<file path="config.mk">
export PLATFORM = sky130hd
export DESIGN_NAME = pipelined_barrel_shifter
export DESIGN_NICKNAME = d
export VERILOG_FILES = /design/src/rtl/cpu_pkg.sv /design/src/rtl/shift_stage.sv /design/src/rtl/pipelined_barrel_shifter.sv
export SDC_FILE = /design/constraint.sdc
export NUM_CORES = 1
export LEC_CHECK = 0
export CORE_MARGIN = 1.5
export CORE_UTILIZATION = 50
export CTS_CLUSTER_DIAMETER = 200
export CTS_CLUSTER_SIZE = 14
export DETAILED_ROUTE_END_ITERATION = 6
export PLACE_DENSITY = 0.82
export SLEW_MARGIN = 40
export SYNTH_ARGS = -nofsm -noshare
export SYNTH_HDL_FRONTEND = slang
export SYNTH_SLANG_ARGS = --single-unit
</file>
<file path="constraint.sdc">
create_clock -name clk -period 4.08 [get_ports clk]
set_input_delay 0.816 -clock clk [delete_from_list [all_inputs] [get_ports clk]]
set_output_delay 0.816 -clock clk [all_outputs]
set_load 0.02 [all_outputs]
</file>
<file path="src/rtl/cpu_pkg.sv">
// Shared execute-path definitions: shifter function-select codes and fill helper.
package cpu_pkg;

    // Function-select codes (same encoding as the ALU function select)
    localparam logic [4:0] FS_SLL = 5'h0C;
    localparam logic [4:0] FS_SRL = 5'h0D;
    localparam logic [4:0] FS_SRA = 5'h0E;
    localparam logic [4:0] FS_ROL = 5'h0F;
    localparam logic [4:0] FS_ROR = 5'h10;

    // Bit shifted in at the top on a right shift: sign for SRA, zero otherwise.
    // Every SRA stage refills with the current MSB, so the original sign
    // propagates through the whole chain.
    function automatic logic fill_bit(input logic [4:0] fs, input logic msb);
        return (fs == FS_SRA) ? msb : 1'b0;
    endfunction

endpackage

</file>
<file path="src/rtl/shift_stage.sv">
// One log2 stage of the shifter: conditional shift by 2^K, carry update,
// and a single pipeline register with valid/ready backpressure.
module shift_stage
    import cpu_pkg::*;
#(
    parameter  int WIDTH = 32,
    parameter  int K     = 0,
    localparam int SHW   = $clog2(WIDTH)
) (
    input  logic             clk,
    input  logic             rst_n,
    // upstream side
    input  logic             valid_i,
    output logic             ready_o,
    input  logic [WIDTH-1:0] data_i,
    input  logic             carry_i,
    input  logic [4:0]       fs_i,
    input  logic [SHW-1:0]   shamt_i,   // bit 0 is this stage's shift bit
    // downstream side
    output logic             valid_o,
    input  logic             ready_i,
    output logic [WIDTH-1:0] data_o,
    output logic             carry_o,
    output logic [4:0]       fs_o,
    output logic [SHW-1:0]   shamt_o
);

    localparam int S = 1 << K;

    logic             vld_q;
    logic [WIDTH-1:0] data_d, data_q;
    logic             carry_d, carry_q;
    logic [4:0]       fs_q;
    logic [SHW-1:0]   shamt_q;
    logic             fill;

    assign fill = fill_bit(fs_i, data_i[WIDTH-1]);

    // Shift by 2^K when this stage's SHAMT bit is set; carry keeps the last bit pushed out
    always_comb begin
        data_d  = data_i;
        carry_d = carry_i;
        if (shamt_i[0]) begin
            case (fs_i)
                FS_SLL: begin
                    data_d  = {data_i[WIDTH-S-1:0], {S{1'b0}}};
                    carry_d = data_i[WIDTH-S];
                end
                FS_SRL, FS_SRA: begin
                    data_d  = {{S{fill}}, data_i[WIDTH-1:S]};
                    carry_d = data_i[S-1];
                end
                FS_ROL: begin
                    data_d  = {data_i[WIDTH-S-1:0], data_i[WIDTH-1:WIDTH-S]};
                    carry_d = data_i[WIDTH-S];
                end
                FS_ROR: begin
                    data_d  = {data_i[S-1:0], data_i[WIDTH-1:S]};
                    carry_d = data_i[S-1];
                end
                default: ;  // unsupported codes pass through untouched, carry stays 0
            endcase
        end
    end

    // Stage can take new contents when empty or when downstream is draining it
    assign ready_o = ~vld_q | ready_i;

    // Pipeline register: loads whenever ready, holds while stalled
    always_ff @(posedge clk or negedge rst_n) begin
        if (!rst_n) begin
            vld_q   <= 1'b0;
            data_q  <= '0;
            carry_q <= 1'b0;
            fs_q    <= '0;
            shamt_q <= '0;
        end else if (ready_o) begin
            vld_q   <= valid_i;
            data_q  <= data_d;
            carry_q <= carry_d;
            fs_q    <= fs_i;
            shamt_q <= shamt_i >> 1;    // next stage sees its bit at position 0
        end
    end

    assign valid_o = vld_q;
    assign data_o  = data_q;
    assign carry_o = carry_q;
    assign fs_o    = fs_q;
    assign shamt_o = shamt_q;

endmodule

</file>
<file path="src/rtl/pipelined_barrel_shifter.sv">
// Pipelined barrel shifter: SHW shift stages chained with valid/ready,
// producing SHFT_OUT plus C/N/Z flags for the ALU result mux.
module pipelined_barrel_shifter
    import cpu_pkg::*;
#(
    parameter  int WIDTH = 32,
    localparam int SHW   = $clog2(WIDTH)
) (
    input  logic             clk,
    input  logic             reset,      // async, active low
    input  logic             IN_VALID,
    output logic             IN_READY,
    input  logic [4:0]       FS,
    input  logic [SHW-1:0]   SHAMT,
    input  logic [WIDTH-1:0] T,
    output logic             OUT_VALID,
    input  logic             OUT_READY,
    output logic [WIDTH-1:0] SHFT_OUT,
    output logic             C,
    output logic             N,
    output logic             Z
);

    // Index k is the input of stage k; index SHW is the final register
    logic [SHW:0]            vld_pipe;
    logic [SHW:0]            rdy_p;
    logic [SHW:0]            carry_p;
    logic [SHW:0][WIDTH-1:0] data_p;
    logic [SHW:0][4:0]       fs_p;
    logic [SHW:0][SHW-1:0]   sh_p;

    assign vld_pipe[0] = IN_VALID;
    assign data_p[0]   = T;
    assign carry_p[0]  = 1'b0;
    assign fs_p[0]     = FS;
    assign sh_p[0]     = SHAMT;
    assign rdy_p[SHW]  = OUT_READY;

    for (genvar k = 0; k < SHW; k++) begin : g_stage
        shift_stage #(
            .WIDTH (WIDTH),
            .K     (k)
        ) u_stage (
            .clk     (clk),
            .rst_n   (reset),
            .valid_i (vld_pipe[k]),
            .ready_o (rdy_p[k]),
            .data_i  (data_p[k]),
            .carry_i (carry_p[k]),
            .fs_i    (fs_p[k]),
            .shamt_i (sh_p[k]),
            .valid_o (vld_pipe[k+1]),
            .ready_i (rdy_p[k+1]),
            .data_o  (data_p[k+1]),
            .carry_o (carry_p[k+1]),
            .fs_o    (fs_p[k+1]),
            .shamt_o (sh_p[k+1])
        );
    end

    // Function code and leftover shift bits are spent by the last stage
    logic unused_tail;
    assign unused_tail = ^{fs_p[SHW], sh_p[SHW]};

    assign IN_READY  = rdy_p[0];
    assign OUT_VALID = vld_pipe[SHW];
    assign SHFT_OUT  = data_p[SHW];
    assign C         = carry_p[SHW];
    assign N         = data_p[SHW][WIDTH-1];
    assign Z         = (data_p[SHW] == '0);

endmodule

</file>
## Yosys cells after proc, flatten, opt, wreduce, memory -nomap -nowiden

Index checks and enable logic that the tools add are counted.

- Eq/ne operators: 25
- Mux-type cells: 25
- Bitwise operators: 10
- Reductions and logical operators: 17

Operator list:

| cell | number |
|---|---|
| $pmux W32 S4 | 4 |
| $mux W32 | 5 |
| $eq A5 B4 Y1 const B | 20 |
| $pmux W32 S3 | 1 |
| $logic_not A32 Y1 | 1 |
| $eq A5 B5 Y1 const B | 5 |
| $reduce_or A2 Y1 | 11 |
| $reduce_or A3 Y1 | 5 |
| $mux W1 | 10 |
| $pmux W1 S2 | 5 |
| $not A1 Y1 | 5 |
| $or A1 B1 Y1 | 5 |

- Register bits after elaboration: 200
- Input port bits: 46
- Output and inout bits: 37
- Word-level logic and storage cells: 100

## Logic depth before layout (Yosys ltp)

Gate-level depths: netlist of run 1.

- Word-level depth: 6
- Depth in mapped cells: 8
- Depth with buffers taken out: 5

## Cells and area by module

From an unflattened synthesis of run 1, not the netlist that was laid out.

- Cell total of the unflattened synthesis: 1259
- Area, all modules: 11516.0 µm²

Modules (own cells, without submodules):

| module | instances | cells each | area an instance (µm²) | seq. area each (µm²) |
|---|---|---|---|---|
| shift_stage (g_stage[0].u_stage) | 1 | 285 | 2487.4 | 1076.0 |
| shift_stage (g_stage[2].u_stage) | 1 | 278 | 2454.9 | 1076.0 |
| shift_stage (g_stage[1].u_stage) | 1 | 250 | 2274.7 | 1076.0 |
| shift_stage (g_stage[3].u_stage) | 1 | 243 | 2209.6 | 1076.0 |
| shift_stage (g_stage[4].u_stage) | 1 | 190 | 2005.7 | 1076.0 |
| pipelined_barrel_shifter | 1 | 13 | 83.8 | 0.0 |

## Worst setup path after synthesis of run 1

OpenSTA, ideal clock, no wires.

- Path kind: input to output
- Start: input OUT_READY
- End: output IN_READY
- Data arrival time: 1.822 ns
- Required time: 3.264 ns
- Setup slack: 1.442 ns
- Cell stages on the path: 6
- Buffers on the path: 3
- Cell sequence: and4b_1 buf_2 and3_1 inv_1 buf_2 buf_2

- Word-level cells in the longest chain between the ends: 5

RTL lines:

| what | line | text |
|---|---|---|
| from (decl) | pipelined_barrel_shifter.sv:17 | `input logic OUT_READY,` |
| $or A1 B1 Y1 (5 in series) | shift_stage.sv:67 | `assign ready_o = ~vld_q \| ready_i;` |
| to (decl) | pipelined_barrel_shifter.sv:12 | `output logic IN_READY,` |

Every way passes these cells.

## Worst setup path in the final report of run 1

Ends and elaborated chain as after synthesis.

==> impl_metrics.toml, run 1 <==
[global_routing]
grt_max_degree = 77
grt_pass1_vias = 9762
grt_use_total_pct = 25.6
antenna_found_initial = 0
overflow = 0
grt_pass1_wl_um = 50700

[routing]
vias = 10600
wl_per_cell_um = 18.2
antenna_left = 0
remaining_drc_errors = 0
postRouteWirelength_um = 30600
drtPass1Iterations = 7
routed_via_density = 6.30
drt_iter0_drc = 1090

[final_layout]
drive_above_1_share_pct = 8.18
final_util_pct = 56.9
syn_to_final_growth_pct = 10.8
n_antenna_cell = 0
final_area_um2 = 13000
mostFrequentLayoutCells = "nand2_1, dfrtp_1, nor2_1"
layout.nets = 1403
layout_commonest_cell = "nand2_1"

[die]
start_util_pct = 51.4
dieArea_um2 = 24400
fp-row-count = 55
die_y_um = 156
die_w_um = 156
io_pins = 83
core_area_um2 = 22800

[setup_path]
path_cells = "clkdlybuf4s50_1 > and4b_1 > and3_1 > inv_1 > clkdlybuf4s50_1"
cpLargestDelayFamily = "buffers and inverters"
cp.arrival_ps = 2650
path_buf_inv = 3
critical_path_class = "input pin to output pin"
worstPathRequired_ps = 3260
crit_path_start_kind = "input pin"
critPathMostFrequentCell = "clkdlybuf4s50_1"
crit_path_max_incr_delay_ps = 620
crit_fanout = 4
crit_path_end_kind = "output pin"
cpMaxStageDelayCell = "clkdlybuf4s50_1"

[clock_tree]
cts.sinks = 200
cts_buffers = 17
htreeDepth = 4
clkTransAtPathRegs_ps = 80
post_cts_buffers = 0
clk_latency_ps = 450
cts_root_buf = "clkbuf_16"
cts_tree = "built"
ctsResizeCount = 0
clk_path_buf_depth = 2
hold_buffers = 0

[synth]
synth_edf_count = 0
ys_seq_area_share_pct = 42.7
ys_seq_elements = 200
synth-async-reset-ratio_pct = 100
ys.flop_type = "dfrtp_1"
synth_area_per_cell_um2 = 8.58
syn_area_um2 = 11700
synth_cell_types = 67
ys_warn_count = 0
synth_nets = 1414
syn-instance-count = 1368

[sta]
relSlewSlack_pct = 54.3
setup_tns_ps = 0
fin_crit_ps = 3470
holdWs_ps = 345
hold_viol_final = 0
final_max_slew_viol_count = 0
period_share_pct = 84.9
setup_viol = 0
clock.fmax_ghz = 0.289
finClkSkew_ps = 13.1
worstMarginPinSlew_ps = 684
grt_setup_unrepaired = "no"

[placement]
hpwl_um = 21100
port-buffer-count = 82
place_area_um2 = 12400
gp_congestion = 0.934

[power_and_ir_drop]
powerDensity_nw_per_um2 = 577
p_leak_uw = 0.00525
ir_drop_mv = 0.288

[hold_path]
hold_class = "input pin to async pin"

[flow_run]
cap_violations = 0

[run_status]
status = "completed"
==> per-stage QoR <==
stage | worst slack [ps] | cells | total power, µW
3_3_place_gp | 655 | 1651 | 5760
5_1_grt | 589 | 1683 | 7900
4_1_cts | 658 | 1683 | 7460
2_1_floorplan | 1440 | 1368 | 5090
6_report | 614 | 1683 | 7500
3_5_place_dp | 681 | 1651 | 5860
==> cells in the mapped netlist (27+ instances only) <==
cell type	instances	area share, %
nand2_1	241	7.7
o22ai_1	27	1.4
clkbuf_1	57	1.8
a21oi_1	95	4.1
o2bb2ai_1	27	2.0
nor3_1	77	3.3
nor2_1	119	3.8
mux2i_1	32	2.7
buf_2	31	1.3
buf_4	38	2.4
o21ai_0	49	2.1
nand3_1	29	1.2
dfrtp_1	200	43
a221oi_1	42	3.1
a31oi_1	51	2.7
==> layout make-up <==
| type | instances | area, µm² |
|---|---|---|
| inverters | 11 | 41.3 |
| clock buffers | 20 | 447 |
| clock inverters | 12 | 106 |
| flip-flops and latches | 200 | 5010 |
| multi-input cells | 1015 | 5950 |
| repair buffers | 112 | 1060 |
| fillers | 2004 | 9850 |
| well taps | 313 | 392 |
==> cells by family after synthesis <==
family / share of synthesized area, %
simple gates: 20.1
compound gates: 25.4
flops: 42.7
buf+inv: 6.83
mux: 4.84
xor+xnor: 0.224
==> worst paths after layout <==
path / from / end / slack [ps] / depth (start not counted)
worst max-delay path: OUT_READY / IN_READY / 610 / 5
worst min-delay path: reset / g_stage[4].u_stage.data_o[2] / 350 / 1
worst max register to register: g_stage[4].u_stage.valid_o / g_stage[1].u_stage.data_o[23] / 1690 / 7
worst min register to register: g_stage[0].u_stage.valid_o / g_stage[1].u_stage.valid_o / 470 / 1
max in group asynchronous: reset / g_stage[0].u_stage.data_o[29] / 2860 / 2
min in group clk: g_stage[0].u_stage.valid_o / g_stage[1].u_stage.valid_o / 470 / 1
==> state kept, by name, summed over array words and instances, names as in the netlist <==
register,cells
g_stage.u_stage.valid_o,5
g_stage.u_stage.shamt_o,10
g_stage.u_stage.carry_o,5
g_stage.u_stage.fs_o,20
g_stage.u_stage.data_o,160
==> layer usage <==
| metal | routed length (µm) | up-vias | track usage, % |
|---|---|---|---|
| met1 | 13400 | 5115 | 34.5 |
| met4 | 510 | 0 | 7.66 |
| li1 | - | 4972 | - |
| met2 | 14700 | 477 | 41.5 |
| met3 | 2000 | 42 | 5.14 |
| met5 | 0 | - | 0 |
==> power breakdown <==
part / internal (µW) / switching [µW]
Clock: 816 / 802
Combinational: 1140 / 1300
Sequential: 2600 / 841
Total: 4550 / 2950
==> worst register-to-register path: cells and delay by family (launching register included) <==
kind / cells / cell delay, ps
and+or+nand+nor: 3 / 810
AOI/OAI and AO/OA: 2 / 300
buffers and inverters: 2 / 770
DFF: 1 / 440
(Power assumes the default switching activity.)
==> run 2, diff against run 1 <==
==> constraint.sdc (replaced) <==
create_clock -name clk -period 3.4 [get_ports clk]
set_input_delay 0.68 -clock clk [delete_from_list [all_inputs] [get_ports clk]]
set_output_delay 0.68 -clock clk [all_outputs]
set_load 0.02 [all_outputs]
==> impl_metrics.toml, run 2 (same netlist as run 1, synthesis figures left out) <==
[routing]
wl_per_cell_um = 18.1
postRouteWirelength_um = 30500
routed_via_density = 6.36
vias = 10700
drt_iter0_drc = 1256
remaining_drc_errors = 0
antenna_left = 0
drtPass1Iterations = 6

[global_routing]
grt_pass1_wl_um = 51500
busiest_layer = "met2"
antenna_found_initial = 0
grt_use_total_pct = 25.8
grt_max_degree = 87
grt_pass1_vias = 9791
overflow = 0
grt_use_met3_pct = 3.64
grt_util_met1_pct = 35.1
grtUsageMet2_pct = 42.6

[clock_tree]
cts_buffers = 17
cts_tree = "built"
post_cts_buffers = 0
cts_root_buf = "clkbuf_16"
clk_path_buf_depth = 2
hold_buffers = 0
clkTransAtPathRegs_ps = 70
ctsResizeCount = 0
cts.sinks = 200
htreeDepth = 4
clk_latency_ps = 440

[die]
core_area_um2 = 22800
die_y_um = 156
start_util_pct = 51.4
io_pins = 83
fp-row-count = 55
die_w_um = 156
dieArea_um2 = 24400

[final_layout]
final_util_pct = 57.2
largest_reg_flops = 160
fill_cells = 2015
seq_area_um2 = 5010
layout_commonest_cell = "nand2_1"
multi_input_area_um2 = 5950
syn_to_final_growth_pct = 11.4
layout.nets = 1408
mostFrequentLayoutCells = "nand2_1, dfrtp_1, nor2_1"
n_antenna_cell = 0
stdcell_count = 1688
drive_above_1_share_pct = 8.65

[sta]
final_max_slew_viol_count = 0
relSlewSlack_pct = 53.3
clock.fmax_ghz = 0.319
setup_tns_ps = 0
finClkSkew_ps = 7.62
period_share_pct = 92.3
hold_viol_final = 0
holdWs_ps = 282
setup_viol = 0
worstMarginPinSlew_ps = 700
grt_setup_unrepaired = "no"
fin_crit_ps = 3140

[setup_path]
crit_path_end_kind = "output pin"
worstPathRequired_ps = 2720
critical_path_class = "input pin to output pin"
path_cells = "clkdlybuf4s50_1 > and4b_1 > and3_1 > inv_1 > clkdlybuf4s50_1"
critPathMostFrequentCell = "clkdlybuf4s50_1"
crit_path_max_incr_delay_ps = 620
crit_fanout = 4
cpMaxStageDelayCell = "clkdlybuf4s50_1"
path_buf_inv = 3
cpLargestDelayFamily = "buffers and inverters"
cp.arrival_ps = 2460
crit_path_start_kind = "input pin"

[run_status]
status = "completed"

[placement]
placed_cells = 1656
gp_congestion = 0.903
hpwl_um = 21400
port-buffer-count = 82

[flow_run]
cap_violations = 0

[power_and_ir_drop]
p_leak_uw = 0.00529
total_power_uw = 9120
powerDensity_nw_per_um2 = 698
ir_drop_mv = 0.327

[hold_path]
hold_class = "input pin to async pin"
==> run 2: cell types whose count changed in the layout (fill, tap and decap cells not counted), sizes merged <==
cell,before,now
bufinv,0,2
buf,30,35
clkinv,5,6
clkbuf,21,18
==> run 2: cell type report <==
class,count,area share (%)
repair buffers,117,8.32
inverters,11,0.316
flip-flops and latches,200,38.3
multi-input cells,1015,45.5
clock buffers,17,3.25
clock inverters,15,1.27
well taps,313,3.00
==> run 2: power breakdown <==
part / switching (µW) / leakage (µW) / total (µW) / internal [µW]
logic: 1560 / 0.00267 / 2940 / 1380
clock network: 954 / 0.000292 / 2060 / 1100
registers: 1010 / 0.00233 / 4120 / 3110
total: 3530 / 0.00529 / 9120 / 5590
==> run 2: path summary, 6_finish.rpt <==
check	startpoint	to	depth (start not counted)	slack [ps]
setup / recovery	OUT_READY	IN_READY	5	260
hold / removal	reset	g_stage[4].u_stage.data_o[0]	1	280
setup reg to reg	g_stage[4].u_stage.valid_o	g_stage[1].u_stage.data_o[12]	7	1090
hold reg to reg	g_stage[1].u_stage.shamt_o[2]	g_stage[1].u_stage.shamt_o[2]	2	480
max in group asynchronous	reset	g_stage[4].u_stage.data_o[22]	2	2280
min in group clk	g_stage[1].u_stage.shamt_o[2]	g_stage[1].u_stage.shamt_o[2]	2	480
==> run 2: layer usage <==
layer	up-vias	routed length [µm]
li1	4978	-
met1	5154	13100
met2	537	14700
met3	65	2120
met4	0	645
met5	-	0
==> run 2: worst reg2reg max path: cells and delay by family (launching register included) <==
kind	cells	cell delay, ps
compound gates	2	270
buf+inv	2	740
flops	1	430
simple gates	3	780
==> run 2: per-stage QoR <==
| step | setup WS [ps] | cell area, µm² |
|---|---|---|
| after floorplan | 1030 | 11700 |
| after global placement | 328 | 12500 |
| after detailed placement | 299 | 12500 |
| after CTS | 276 | 13100 |
| after global routing | 229 | 13100 |
| final | 260 | 13100 |
